File: src/rtl/polyphonic_tone_pwm.sv
// rtl/polyphonic_tone_pwm.sv - multi-channel square-wave tone generator with ASR envelopes and PWM mixer
`timescale 1ns/1ps
module polyphonic_tone_pwm #(
  parameter int CHANNELS        = 3,
  parameter int HALF_PERIOD_W   = 16,
  parameter int VOLUME_W        = 4,
  parameter int ENV_STEP_CYCLES = 12000
) (
  input  logic                              clock_12_mhz,
  input  logic                              reset_n,
  input  logic [CHANNELS-1:0]               gate,
  input  logic [CHANNELS*HALF_PERIOD_W-1:0] half_period,
  input  logic [CHANNELS*VOLUME_W-1:0]      volume,
  output logic [CHANNELS-1:0]               square,
  output logic [CHANNELS-1:0]               active,
  output logic                              pwm_out
);
  localparam int SUM_W = VOLUME_W + 3;
  localparam int PRE_W = (ENV_STEP_CYCLES > 1) ? $clog2(ENV_STEP_CYCLES) : 1;
  localparam logic [PRE_W-1:0] PRE_LAST = PRE_W'(ENV_STEP_CYCLES - 1);

  typedef enum logic [1:0] {S_IDLE, S_ATTACK, S_SUSTAIN, S_RELEASE} env_state_t;

  env_state_t                              r_state [CHANNELS];
  logic [CHANNELS-1:0][VOLUME_W-1:0]       r_env;
  logic [CHANNELS-1:0][HALF_PERIOD_W-1:0]  r_half;
  logic [CHANNELS-1:0][HALF_PERIOD_W-1:0]  r_count;
  logic [CHANNELS-1:0]                     r_square;
  logic [PRE_W-1:0]                        r_prescale;
  logic [SUM_W-1:0]                        r_pwm_count;
  logic [SUM_W-1:0]                        r_latched_sum;
  logic                                    r_pwm_out;

  logic [CHANNELS-1:0][HALF_PERIOD_W-1:0]  w_half_in;
  logic [CHANNELS-1:0][HALF_PERIOD_W-1:0]  w_half_eff;
  logic [CHANNELS-1:0][VOLUME_W-1:0]       w_vol;
  logic [CHANNELS-1:0]                     w_release_done;
  logic                                    w_env_tick;
  logic [SUM_W-1:0]                        w_sum;
  logic [SUM_W-1:0]                        w_frame_sum;

  assign w_half_in  = half_period;
  assign w_vol      = volume;
  assign w_env_tick = (r_prescale == PRE_LAST);

  // A silent channel (latched H = 0) follows the live pitch so a new H starts immediately.
  always_comb begin
    w_half_eff     = '0;
    w_release_done = '0;
    active         = '0;
    for (int i = 0; i < CHANNELS; i++) begin
      w_half_eff[i]     = (r_half[i] == '0) ? w_half_in[i] : r_half[i];
      w_release_done[i] = (r_state[i] == S_RELEASE) && !gate[i] && w_env_tick && (r_env[i] == '0);
      active[i]         = (r_state[i] != S_IDLE);
    end
  end

  always_ff @(posedge clock_12_mhz or negedge reset_n) begin
    if (!reset_n)        r_prescale <= '0;
    else if (w_env_tick) r_prescale <= '0;
    else                 r_prescale <= r_prescale + 1'b1;
  end

  // Gate edges take priority over envelope ticks in every state.
  always_ff @(posedge clock_12_mhz or negedge reset_n) begin
    if (!reset_n) begin
      for (int i = 0; i < CHANNELS; i++) r_state[i] <= S_IDLE;
      r_env <= '0;
    end else begin
      for (int i = 0; i < CHANNELS; i++) begin
        case (r_state[i])
          S_IDLE: begin
            r_env[i] <= '0;
            if (gate[i]) r_state[i] <= S_ATTACK;
          end
          S_ATTACK: begin
            if (!gate[i]) r_state[i] <= S_RELEASE;
            else if (w_env_tick) begin
              if (r_env[i] >= w_vol[i]) begin
                r_env[i]   <= w_vol[i];
                r_state[i] <= S_SUSTAIN;
              end else begin
                r_env[i] <= r_env[i] + 1'b1;
              end
            end
          end
          S_SUSTAIN: begin
            if (!gate[i]) r_state[i] <= S_RELEASE;
            else          r_env[i]   <= w_vol[i];
          end
          S_RELEASE: begin
            if (gate[i]) r_state[i] <= S_ATTACK;
            else if (w_env_tick) begin
              if (r_env[i] == '0) r_state[i] <= S_IDLE;
              else                r_env[i]   <= r_env[i] - 1'b1;
            end
          end
          default: r_state[i] <= S_IDLE;
        endcase
      end
    end
  end

  always_ff @(posedge clock_12_mhz or negedge reset_n) begin
    if (!reset_n) begin
      r_half   <= '0;
      r_count  <= '0;
      r_square <= '0;
    end else begin
      for (int i = 0; i < CHANNELS; i++) begin
        if ((r_state[i] == S_IDLE) || w_release_done[i]) begin
          r_count[i]  <= '0;
          r_square[i] <= 1'b0;
          r_half[i]   <= gate[i] ? w_half_in[i] : '0;
        end else if (w_half_eff[i] == '0) begin
          r_count[i]  <= '0;
          r_square[i] <= 1'b0;
        end else if (r_count[i] == (w_half_eff[i] - 1'b1)) begin
          r_count[i]  <= '0;
          r_square[i] <= ~r_square[i];
          r_half[i]   <= w_half_in[i];
        end else begin
          r_count[i] <= r_count[i] + 1'b1;
        end
      end
    end
  end

  always_comb begin
    w_sum = '0;
    for (int i = 0; i < CHANNELS; i++) begin
      if (r_square[i]) w_sum = w_sum + SUM_W'(r_env[i]);
    end
  end

  // The mix level only changes at frame start so each PWM frame has one clean duty.
  assign w_frame_sum = (r_pwm_count == '0) ? w_sum : r_latched_sum;

  always_ff @(posedge clock_12_mhz or negedge reset_n) begin
    if (!reset_n) begin
      r_pwm_count   <= '0;
      r_latched_sum <= '0;
      r_pwm_out     <= 1'b0;
    end else begin
      r_pwm_count   <= r_pwm_count + 1'b1;
      r_latched_sum <= w_frame_sum;
      r_pwm_out     <= (r_pwm_count < w_frame_sum);
    end
  end

  assign square  = r_square;
  assign pwm_out = r_pwm_out;
endmodule
File: config.mk
export PLATFORM = sky130hd
export DESIGN_NAME = polyphonic_tone_pwm
export DESIGN_NICKNAME = d
export VERILOG_FILES = /design/src/rtl/polyphonic_tone_pwm.sv
export SDC_FILE = /design/constraint.sdc
export NUM_CORES = 1
export LEC_CHECK = 0
export CAP_MARGIN = 20
export CORE_MARGIN = 2
export CORE_UTILIZATION = 40
export CTS_CLUSTER_DIAMETER = 60
export CTS_CLUSTER_SIZE = 14
export DETAILED_ROUTE_END_ITERATION = 7
export HOLD_SLACK_MARGIN = 0.02
export MAX_ROUTING_LAYER = met4
export PLACE_DENSITY = 0.68
export SLEW_MARGIN = 20
export SYNTH_ARGS = -nofsm -noshare
export SYNTH_HDL_FRONTEND = slang
export SYNTH_SLANG_ARGS = --single-unit
File: constraint.sdc
create_clock -name clock_12_mhz -period 4.8 [get_ports clock_12_mhz]
set_input_delay 0.96 -clock clock_12_mhz [delete_from_list [all_inputs] [get_ports clock_12_mhz]]
set_output_delay 0.96 -clock clock_12_mhz [all_outputs]
set_load 0.01 [all_outputs]
==> impl_metrics.json, run 1 <==
{
  "startpoint_type": "input port",
  "grt_max_degree": 99,
  "skew_ns": 0.0145,
  "syn_avg_cell_area_um2": 8.93,
  "fin_setup_tns_ns": 0,
  "gp_congestion": 0.916,
  "cts_inserted_buffers": 17,
  "ys_ff_latch": 146,
  "via_count": 8969,
  "yosys.area.top_type": "dfrtp_1",
  "h-tree-depth": 4,
  "initial_core_util": 0.405,
  "arrival_ns": 4.81,
  "cpLargestDelayFamily": "compound AO/OA/AOI/OAI gates",
  "synth_compound_area_frac": 0.189,
  "p_per_area_mw_per_mm2": 576,
  "ctsHoldBuffers": 0,
  "path_class": "input port to flop",
  "ys_types": 87,
  "ant_nets": 0,
  "design_area_mm2": 0.0123,
  "synth_flop_cell": "dfrtp_1",
  "relSlewSlack": 0.482,
  "seq_area_frac_synth": 0.347,
  "fin_crit_ns": 4.44,
  "finalPower_mw": 7.06,
  "synth_nets": 1301,
  "finalSetupViolations": 0,
  "cts_root_buffer": "clkbuf_16",
  "die_area_mm2": 0.0276,
  "slowest_stage": "or4_1",
  "worstPathMaxFanout": 16,
  "wl_per_cell_um": 15.6,
  "worst_pin_slew_ns": 0.772,
  "endpoint_kind": "flop",
  "fin_cells": 1598,
  "area_growth_pct": 16.5,
  "async_reset_ff_frac": 1.00,
  "placed_cells": 1566,
  "post_dp_cell_area_mm2": 0.0116,
  "antenna_found_initial": 0,
  "synthXorXnorAreaFrac": 0.119,
  "max_cap_violations": 0,
  "synth_common_cells": "146 x dfrtp_1, 127 x nor2_1, 84 x nand2_1, 76 x xnor2_1, 68 x inv_1",
  "layout.nets": 1372,
  "num_rows": 59,
  "netlist_area_mm2": 0.0105,
  "synth-simple-area-share": 0.209,
  "syn_inst": 1179,
  "post_cts_buffers": 0,
  "final_util": 0.472,
  "cts_tree": "yes",
  "ctsResizeCount": 0,
  "drive_gt1_frac": 0.0800,
  "die_h_um": 166,
  "dp.final_hpwl_um": 18200,
  "p_leak_nw": 5.40,
  "diodes": 0,
  "synth_mux_area_frac": 0.0202,
  "postRouteWirelength_um": 24900,
  "vdd_drop_max_mv": 0.312,
  "synth_edf_count": 0,
  "clkSlewWorstSetupHoldPaths_ns": 0.06,
  "drc": 0,
  "min_period_over_period": 0.926,
  "ios": 72,
  "final_hold_viol_count": 0,
  "synth_top_family_by_area": "simple AND/OR/NAND/NOR gates",
  "status": "finished, final reports clean",
  "grt_use_total": 0.187,
  "min-delay-path-class": "flop to flop",
  "synth_warnings": 0,
  "grt_overflow": 0,
  "drt-initial-drc-count": 757,
  "io_buffers": 71,
  "die_w_um": 166,
  "rsz0062_at_grt": "no",
  "insertion_delay_ns": 0.43,
  "cp_cell_sequence": "clkdlybuf4s50_1 -> a41oi_1 -> ha_1 -> nand2b_1 -> or4_1 -> a2111o_1 -> nor4b_1 -> xnor2_1 -> o2111ai_2 -> a2111oi_4 -> a21oi_2 -> o21ai_4 -> a22o_1",
  "grt_pass1_wl_um": 42100,
  "synth_adder_area_share": 0.0692,
  "grt_pass1_vias": 8525,
  "yosysMostFrequentCell": "dfrtp_1",
  "clockBufferDepth": 2,
  "synth_top_cell_area_share": 0.347,
  "slew_viol_final": 0,
  "core-area_mm2": 0.0260,
  "viasPerCell": 5.61,
  "max_stage_delay_ns": 0.50,
  "worst-path-buf-inv": 1,
  "first_pass_iters": 6,
  "clock-sinks": 146,
  "timing.fmax_ghz": 0.225,
  "yosys-top-cells-area": "dfrtp_1 35%, ha_1 6.5%, xnor2_1 6.3%",
  "critical_path_required_ns": 5.16
}
## worst min-delay path: stages (launching register included)
cell	delay, ns
dfrtp_1	0.32
nand2_1	0.06
inv_1	0.05
## final cells by class
class,count,area [um2]
Fill cell,2492,13700
Multi-Input combinational cell,924,6390
Sequential cell,146,3650
Timing Repair Buffer,93,890
Clock buffer,21,480
Tap cell,335,419
Inverter,68,255
Clock inverter,11,173
## cell usage in the layout (no fill, tap or decap), types with 8 or more instances in the layout
master / n
clkdlybuf4s50_1: 70
xor2_1: 60
nor3_1: 21
inv_1: 68
and3_1: 25
nor2_1: 127
ha_1: 55
xnor2_1: 76
nor2b_1: 10
nor4_1: 17
mux2i_1: 19
or3_1: 11
nand2_1: 84
and2_1: 12
o21ai_0: 38
a21oi_1: 57
a31oi_1: 32
a22o_1: 31
nand3_1: 57
nand4_1: 17
or4_1: 8
o21a_1: 8
buf_4: 21
dfrtp_1: 146
a21o_1: 14
a211oi_1: 9
clkbuf_16: 17
## power by group
group          total [mW]  internal [mW]  switching (mW)
combinational        3.59           1.61            1.98
sequential           2.00           1.54           0.462
clock                1.47          0.929           0.544
total                7.06           4.08            2.99
## per-layer routing
layer | vias up | routed length (um) | track usage
li1 | 4406 | - | -
met1 | 4287 | 12300 | 0.261
met2 | 239 | 11000 | 0.280
met3 | 37 | 1280 | 0.0381
met4 | 0 | 339 | 0.0487
met5 | - | 0 | -
## stage by stage
stage | hold WS [ns] | setup WS, ns
detailed placement | 0.456 | -0.0830
finish | 0.462 | 0.356
global route | 0.495 | 0.0561
global placement | 0.452 | 0.0420
floorplan | 0.432 | 0.555
CTS | 0.470 | 0.352
## registers in the layout (all words and copies together) (netlist names)
register / flops
pwm_out: 1
r_state: 6
r_prescale: 14
r_count: 48
r_env: 12
r_latched_sum: 7
r_half: 48
r_pwm_count: 7
square: 3
## cell families (layout without fill, tap and decap cells)
logic type                 Yosys count  count (layout)
muxes                               21              21
adders and majority gates           57              57
buffers and inverters              109             193
AOI/OAI and AO/OA                  273             273
xor gates and xnor gates           139             139
and+or+nand+nor                    434             434
DFF                                146             146
## path summary, 6_finish.rpt
path                             startpoint               end  cells after the start  slack [ns]
max in group asynchronous           reset_n       r_count[19]                      2        3.45
min reg2reg                r_latched_sum[6]  r_latched_sum[6]                      2        0.46
max reg2reg                       r_half[6]         r_half[5]                     14        0.44
min                        r_latched_sum[6]  r_latched_sum[6]                      2        0.46
min in group asynchronous           reset_n     r_prescale[6]                      1        0.47
max                          half_period[0]         r_half[5]                     13        0.36
(Power assumes the default switching activity.)
==> run 2: changes to the inputs <==
ABC_AREA = 1   (was unset)
CORE_UTILIZATION = 55   (was 40)
MAX_ROUTING_LAYER = unset   (was met4)
PLACE_DENSITY = 0.85   (was 0.68)
==> impl_metrics.json, run 2 <==
{
  "status": "finished, final reports clean",
  "layout.nets": 2044,
  "vdd_drop_max_mv": 0.339,
  "grt_pass1_vias": 11000,
  "ctsHoldBuffers": 0,
  "finalSetupViolations": 0,
  "startpoint_type": "flop",
  "ant_nets": 0,
  "worstPathMaxFanout": 24,
  "cp_cell_sequence": "nor2_1 -> nand2_1 -> nor2_4 -> nand2_2 -> o21bai_2 -> inv_2 -> ha_1 -> nand2_1 -> nor2_1 -> nand2_1 -> nand2_1 -> nand2_1 -> nand2_1 -> nor2_1 -> nand2_1 -> nor2_1 -> nand3_2 -> nand3_1 -> nand2_1",
  "synth_nets": 1977,
  "area_growth_pct": 11.5,
  "relSlewSlack": 0.497,
  "async_reset_ff_frac": 1.00,
  "min_period_over_period": 0.750,
  "drc": 0,
  "wl_per_cell_um": 13.5,
  "grt_use_total": 0.254,
  "largestRegisters": "r_count: 48 flops, r_half: 48 flops, r_prescale: 14 flops",
  "rsz0062_at_grt": "no",
  "skew_ns": 0.0143,
  "via_count": 12000,
  "num_rows": 54,
  "rr_endpoint": "r_half[26]",
  "synth_warnings": 0,
  "die_w_um": 153,
  "critical_path_required_ns": 5.12,
  "drt-initial-drc-count": 889,
  "synth_top_cell_area_share": 0.299,
  "hold_path_startpoint": "r_prescale[0]",
  "worst-path-buf-inv": 1,
  "netlist_area_mm2": 0.0122,
  "mostFrequentLayoutCells": "455 x nand2_1, 292 x inv_1, 259 x nor2_1, 249 x nand3_1, 146 x dfrtp_1",
  "slowest_stage": "nor2_4",
  "final_common_cell": "nand2_1",
  "n_fill_cell": 2001,
  "core-area_mm2": 0.0218,
  "clock-sinks": 146,
  "slew_viol_final": 0,
  "r2r_setup_slack_ns": 1.20,
  "timing.rr.start": "r_half[16]",
  "clkSlewWorstSetupHoldPaths_ns": 0.07,
  "first_pass_iters": 5,
  "final_util": 0.624,
  "synth_flop_cell": "dfrtp_1",
  "max_stage_delay_ns": 0.50,
  "cts_tree": "yes",
  "worst_pin_slew_ns": 0.754,
  "arrival_ns": 3.92,
  "gp_congestion": 0.925,
  "die_area_mm2": 0.0234,
  "hold_end": "r_prescale[0]",
  "cp-startpoint": "r_half[16]",
  "synth_edf_count": 0,
  "yosysMostFrequentCell": "nand2_1",
  "fin_crit_ns": 3.60,
  "yosys-top-cells-area": "dfrtp_1 30%, nand2_1 14%, nand3_1 10%",
  "multi_input_area_mm2": 0.00718,
  "timing.fmax_ghz": 0.278,
  "max_cap_violations": 0,
  "synth_common_cells": "455 x nand2_1, 292 x inv_1, 259 x nor2_1, 249 x nand3_1, 146 x dfrtp_1",
  "fin_setup_tns_ns": 0,
  "cpLargestDelayFamily": "simple AND/OR/NAND/NOR gates",
  "diodes": 0,
  "syn_inst": 1855,
  "io_buffers": 71,
  "grt_max_degree": 80,
  "cts_root_buffer": "clkbuf_16",
  "initial_core_util": 0.560,
  "yosys.area.top_type": "dfrtp_1",
  "ys_ff_latch": 146,
  "rr_worst_depth": 19,
  "hold_depth": 1,
  "ios": 72,
  "endpoint_kind": "flop",
  "final_hold_viol_count": 0,
  "die_h_um": 153,
  "clockBufferDepth": 2,
  "viasPerCell": 5.44,
  "postRouteWirelength_um": 29800,
  "antenna_found_initial": 0,
  "p_leak_nw": 7.15,
  "grt_overflow": 0,
  "post_cts_buffers": 0,
  "p_per_area_mw_per_mm2": 546,
  "h-tree-depth": 4,
  "seq_area_mm2": 0.00365,
  "ys_types": 52,
  "path_common_cell": "nand2_1",
  "grt_pass1_wl_um": 50600,
  "insertion_delay_ns": 0.43,
  "path_class": "flop to flop",
  "cts_inserted_buffers": 17,
  "drive_gt1_frac": 0.0677,
  "min-delay-path-class": "flop to flop",
  "syn_avg_cell_area_um2": 6.59,
  "ctsResizeCount": 0,
  "dp.final_hpwl_um": 22500,
  "seq_area_frac_synth": 0.299
}
run 2: cell count changes after synthesis, moves of 18 or more:
cell and delta:
nor3_1 +20, xnor2_1 -70, mux2i_1 -19, and3_1 -24, nand3_1 +192, a31oi_1 -29
a22o_1 -31, nor2_1 +132, clkbuf_1 -18, nand2_1 +371, o21ai_0 +18, inv_1 +224
nand2_2 +23
run 2: worst max-delay path by stage:
stage	end	slack (ns)	depth (start not counted)
after floorplan	pwm_out	1.72	21
final	r_half[26]	1.20	19
after global placement	r_half[7]	1.12	16
after detailed placement	r_half[13]	1.03	16
after CTS	pwm_out	1.23	21
after global routing	r_half[26]	0.91	19
run 2: cell type report:
| class | instances | area share |
|---|---|---|
| Clock inverter | 12 | 0.00808 |
| Timing Repair Buffer | 76 | 0.0550 |
| Multi-Input combinational cell | 1379 | 0.527 |
| Tap cell | 280 | 0.0257 |
| Inverter | 302 | 0.0834 |
| Sequential cell | 146 | 0.268 |
| Clock buffer | 20 | 0.0328 |
run 2: kinds of logic (layout without fill, tap and decap cells):
group | Yosys count | count (layout) | synth area share
AOI/OAI and AO/OA | 150 | 150 | 0.0746
xor gates and xnor gates | 57 | 57 | 0.0409
adders and majority gates | 57 | 57 | 0.0596
buffers and inverters | 330 | 410 | 0.114
DFF | 146 | 146 | 0.299
and+or+nand+nor | 1115 | 1115 | 0.412
run 2: where the power goes:
group / leakage, nW / total (mW) / switching (mW) / internal (mW)
logic: 5.00 / 4.25 / 2.78 / 1.47
registers: 1.89 / 1.90 / 0.335 / 1.56
clock network: 0.262 / 1.29 / 0.565 / 0.728
total: 7.15 / 7.44 / 3.68 / 3.76
run 2: per-stage QoR:
| step | setup slack (ns) | power [mW] | instances | area (um2) | hold WS [ns] |
|---|---|---|---|---|---|
| 5_1_grt | 0.906 | 8.12 | 2215 | 13600 | 0.485 |
| 4_1_cts | 1.23 | 7.41 | 2215 | 13600 | 0.462 |
| 3_3_place_gp | 1.12 | 5.93 | 2183 | 13100 | 0.451 |
| 3_5_place_dp | 1.03 | 6.08 | 2183 | 13100 | 0.454 |
| 6_report | 1.20 | 7.44 | 2215 | 13600 | 0.461 |
| 2_1_floorplan | 1.72 | 5.20 | 1855 | 12200 | 0.433 |
run 2: routing by layer:
layer / GRT usage / up-vias / routed length, um
met5: 0 / - / 0
met4: 0.0723 / 0 / 511
met3: 0.0428 / 57 / 1530
met2: 0.423 / 368 / 14300
met1: 0.342 / 5589 / 13500
li1: - / 6031 / -
==> run 3: changes to the inputs <==
clock period = 3.6 ns   (was 4.8 ns; I/O delays follow)
==> impl_metrics.json, run 3 (synthesized netlist as in run 2, its figures left out) <==
{
  "viasPerCell": 5.37,
  "cts_tree": "yes",
  "seq_area_mm2": 0.00365,
  "wl_per_cell_um": 13.6,
  "dp.final_hpwl_um": 22500,
  "drc": 0,
  "postRouteWirelength_um": 30200,
  "vdd_drop_max_mv": 0.413,
  "ctsHoldBuffers": 0,
  "ios": 72,
  "post_cts_buffers": 0,
  "area_growth_pct": 12.6,
  "finalSetupViolations": 0,
  "mostFrequentLayoutCells": "455 x nand2_1, 292 x inv_1, 257 x nor2_1, 249 x nand3_1, 145 x dfrtp_1",
  "pwr-share-clk": 0.180,
  "r2r_setup_slack_ns": 0.24,
  "swShare": 0.493,
  "rsz0062_at_grt": "yes",
  "path_class": "flop to flop",
  "h-tree-depth": 4,
  "ant_nets": 0,
  "cts_inserted_buffers": 17,
  "timing.fmax_ghz": 0.297,
  "grt_use_total": 0.260,
  "min_period_over_period": 0.934,
  "switchingPower_mw": 4.98,
  "layout.nets": 2053,
  "worstPathMaxFanout": 5,
  "rr_endpoint": "pwm_out",
  "rr_worst_depth": 20,
  "arrival_ns": 3.71,
  "critical_path_required_ns": 3.95,
  "clkSlewWorstSetupHoldPaths_ns": 0.07,
  "clock-sinks": 146,
  "via_count": 11900,
  "die_area_mm2": 0.0234,
  "grt_pass1_vias": 11300,
  "die_h_um": 153,
  "timing.rr.start": "r_env[0]",
  "first_pass_iters": 7,
  "max_cap_violations": 0,
  "status": "finished, final reports clean",
  "io_buffers": 71,
  "relSlewSlack": 0.475,
  "worst_pin_slew_ns": 0.780,
  "diodes": 0,
  "clockBufferDepth": 2,
  "multi_input_area_mm2": 0.00719,
  "seqPwrFrac": 0.251,
  "power.internal_mw": 5.12,
  "skew_ns": 0.0148,
  "grt_max_degree": 80,
  "final_hold_viol_count": 0,
  "fin_setup_tns_ns": 0,
  "timing.hold.ws_ns": 0.350,
  "largestRegisters": "r_count: 48 flops, r_half: 48 flops, r_prescale: 14 flops",
  "num_rows": 54,
  "drive_gt1_frac": 0.0746,
  "p_comb_frac": 0.569,
  "grt_overflow": 0,
  "grt_pass1_wl_um": 51500,
  "die_w_um": 153,
  "startpoint_type": "flop",
  "p_leak_nw": 7.23,
  "final_common_cell": "nand2_1",
  "core-area_mm2": 0.0218,
  "initial_core_util": 0.560,
  "antenna_found_initial": 0,
  "cts_root_buffer": "clkbuf_16",
  "min-delay-path-class": "input port to asynchronous set/reset pin",
  "slew_viol_final": 0,
  "fin_crit_ns": 3.36,
  "endpoint_kind": "flop",
  "n_fill_cell": 1945,
  "insertion_delay_ns": 0.43,
  "p_per_area_mw_per_mm2": 734,
  "drt-initial-drc-count": 902,
  "gp_congestion": 0.921
}
## run 3: cell type report
| class | count | area share |
|---|---|---|
| well taps | 280 | 0.0255 |
| clock buffers | 19 | 0.0322 |
| flip-flops and latches | 146 | 0.266 |
| inverters | 302 | 0.0826 |
| repair buffers | 85 | 0.0603 |
| multi-input cells | 1379 | 0.523 |
| clock inverters | 13 | 0.0110 |
## run 3: worst max-delay path by stage
stage | slack (ns) | startpoint | depth (start not counted) | to
floorplan | 0.52 | square[0] | 21 | pwm_out
CTS | 0.15 | square[0] | 20 | pwm_out
global route | 0.001 | r_env[0] | 17 | pwm_out
finish | 0.24 | r_env[0] | 20 | pwm_out
detailed placement | 0.12 | half_period[0] | 17 | r_count[8]
global placement | 0.26 | half_period[0] | 17 | r_half[1]
## run 3: routing by layer
layer,track usage,vias up,share of wire,wire (um)
met5,0,-,0,0
met4,0.0935,0,0.024,729
met3,0.0417,73,0.058,1750
met2,0.432,434,0.47,14200
met1,0.344,5401,0.45,13500
li1,-,6035,-,-
## run 3: metrics by stage
| stage | area [um2] | cells | setup slack, ns | util | power, mW |
|---|---|---|---|---|---|
| 2_1_floorplan | 12200 | 1855 | 0.524 | - | 6.93 |
| 3_3_place_gp | 13100 | 2192 | 0.261 | 0.602 | 7.95 |
| 3_5_place_dp | 13100 | 2192 | 0.115 | 0.602 | 8.14 |
| 4_1_cts | 13700 | 2224 | 0.145 | 0.630 | 10.0 |
| 5_1_grt | 13800 | 2224 | 0.00131 | 0.630 | 11.0 |
| 6_report | 13800 | 2224 | 0.238 | 0.630 | 10.1 |
## run 3: critical path, cell delays in order, from the launching register on
cell and delay, ns:
dfrtp_1 0.42, nand2_1 0.11, inv_1 0.07, ha_1 0.15, inv_1 0.05, fa_1 0.41
xor2_1 0.19, o21ai_1 0.18, ha_1 0.32, a21oi_1 0.18, inv_1 0.07, a31oi_2 0.18
nand2_1 0.08, a32o_1 0.25, inv_1 0.05, nand2_1 0.05, inv_1 0.06, ha_1 0.22
nand2_1 0.06, nor2_1 0.04, a21oi_1 0.14
## run 3: power groups by stage
| stage | Combinational [mW] | Clock [mW] | Sequential (mW) |
|---|---|---|---|
| after floorplan | 4.51 | 0 | 2.42 |
| after global routing | 6.53 | 1.91 | 2.59 |
| after CTS | 5.66 | 1.84 | 2.52 |
| final | 5.74 | 1.82 | 2.53 |
| after detailed placement | 5.59 | 0 | 2.55 |
| after global placement | 5.43 | 0 | 2.53 |
## run 3: timing repair
action,CTS,global route
setup endpoints to repair,0,16
endpoints found under the hold margin,0,0
gates resized for setup,0,5
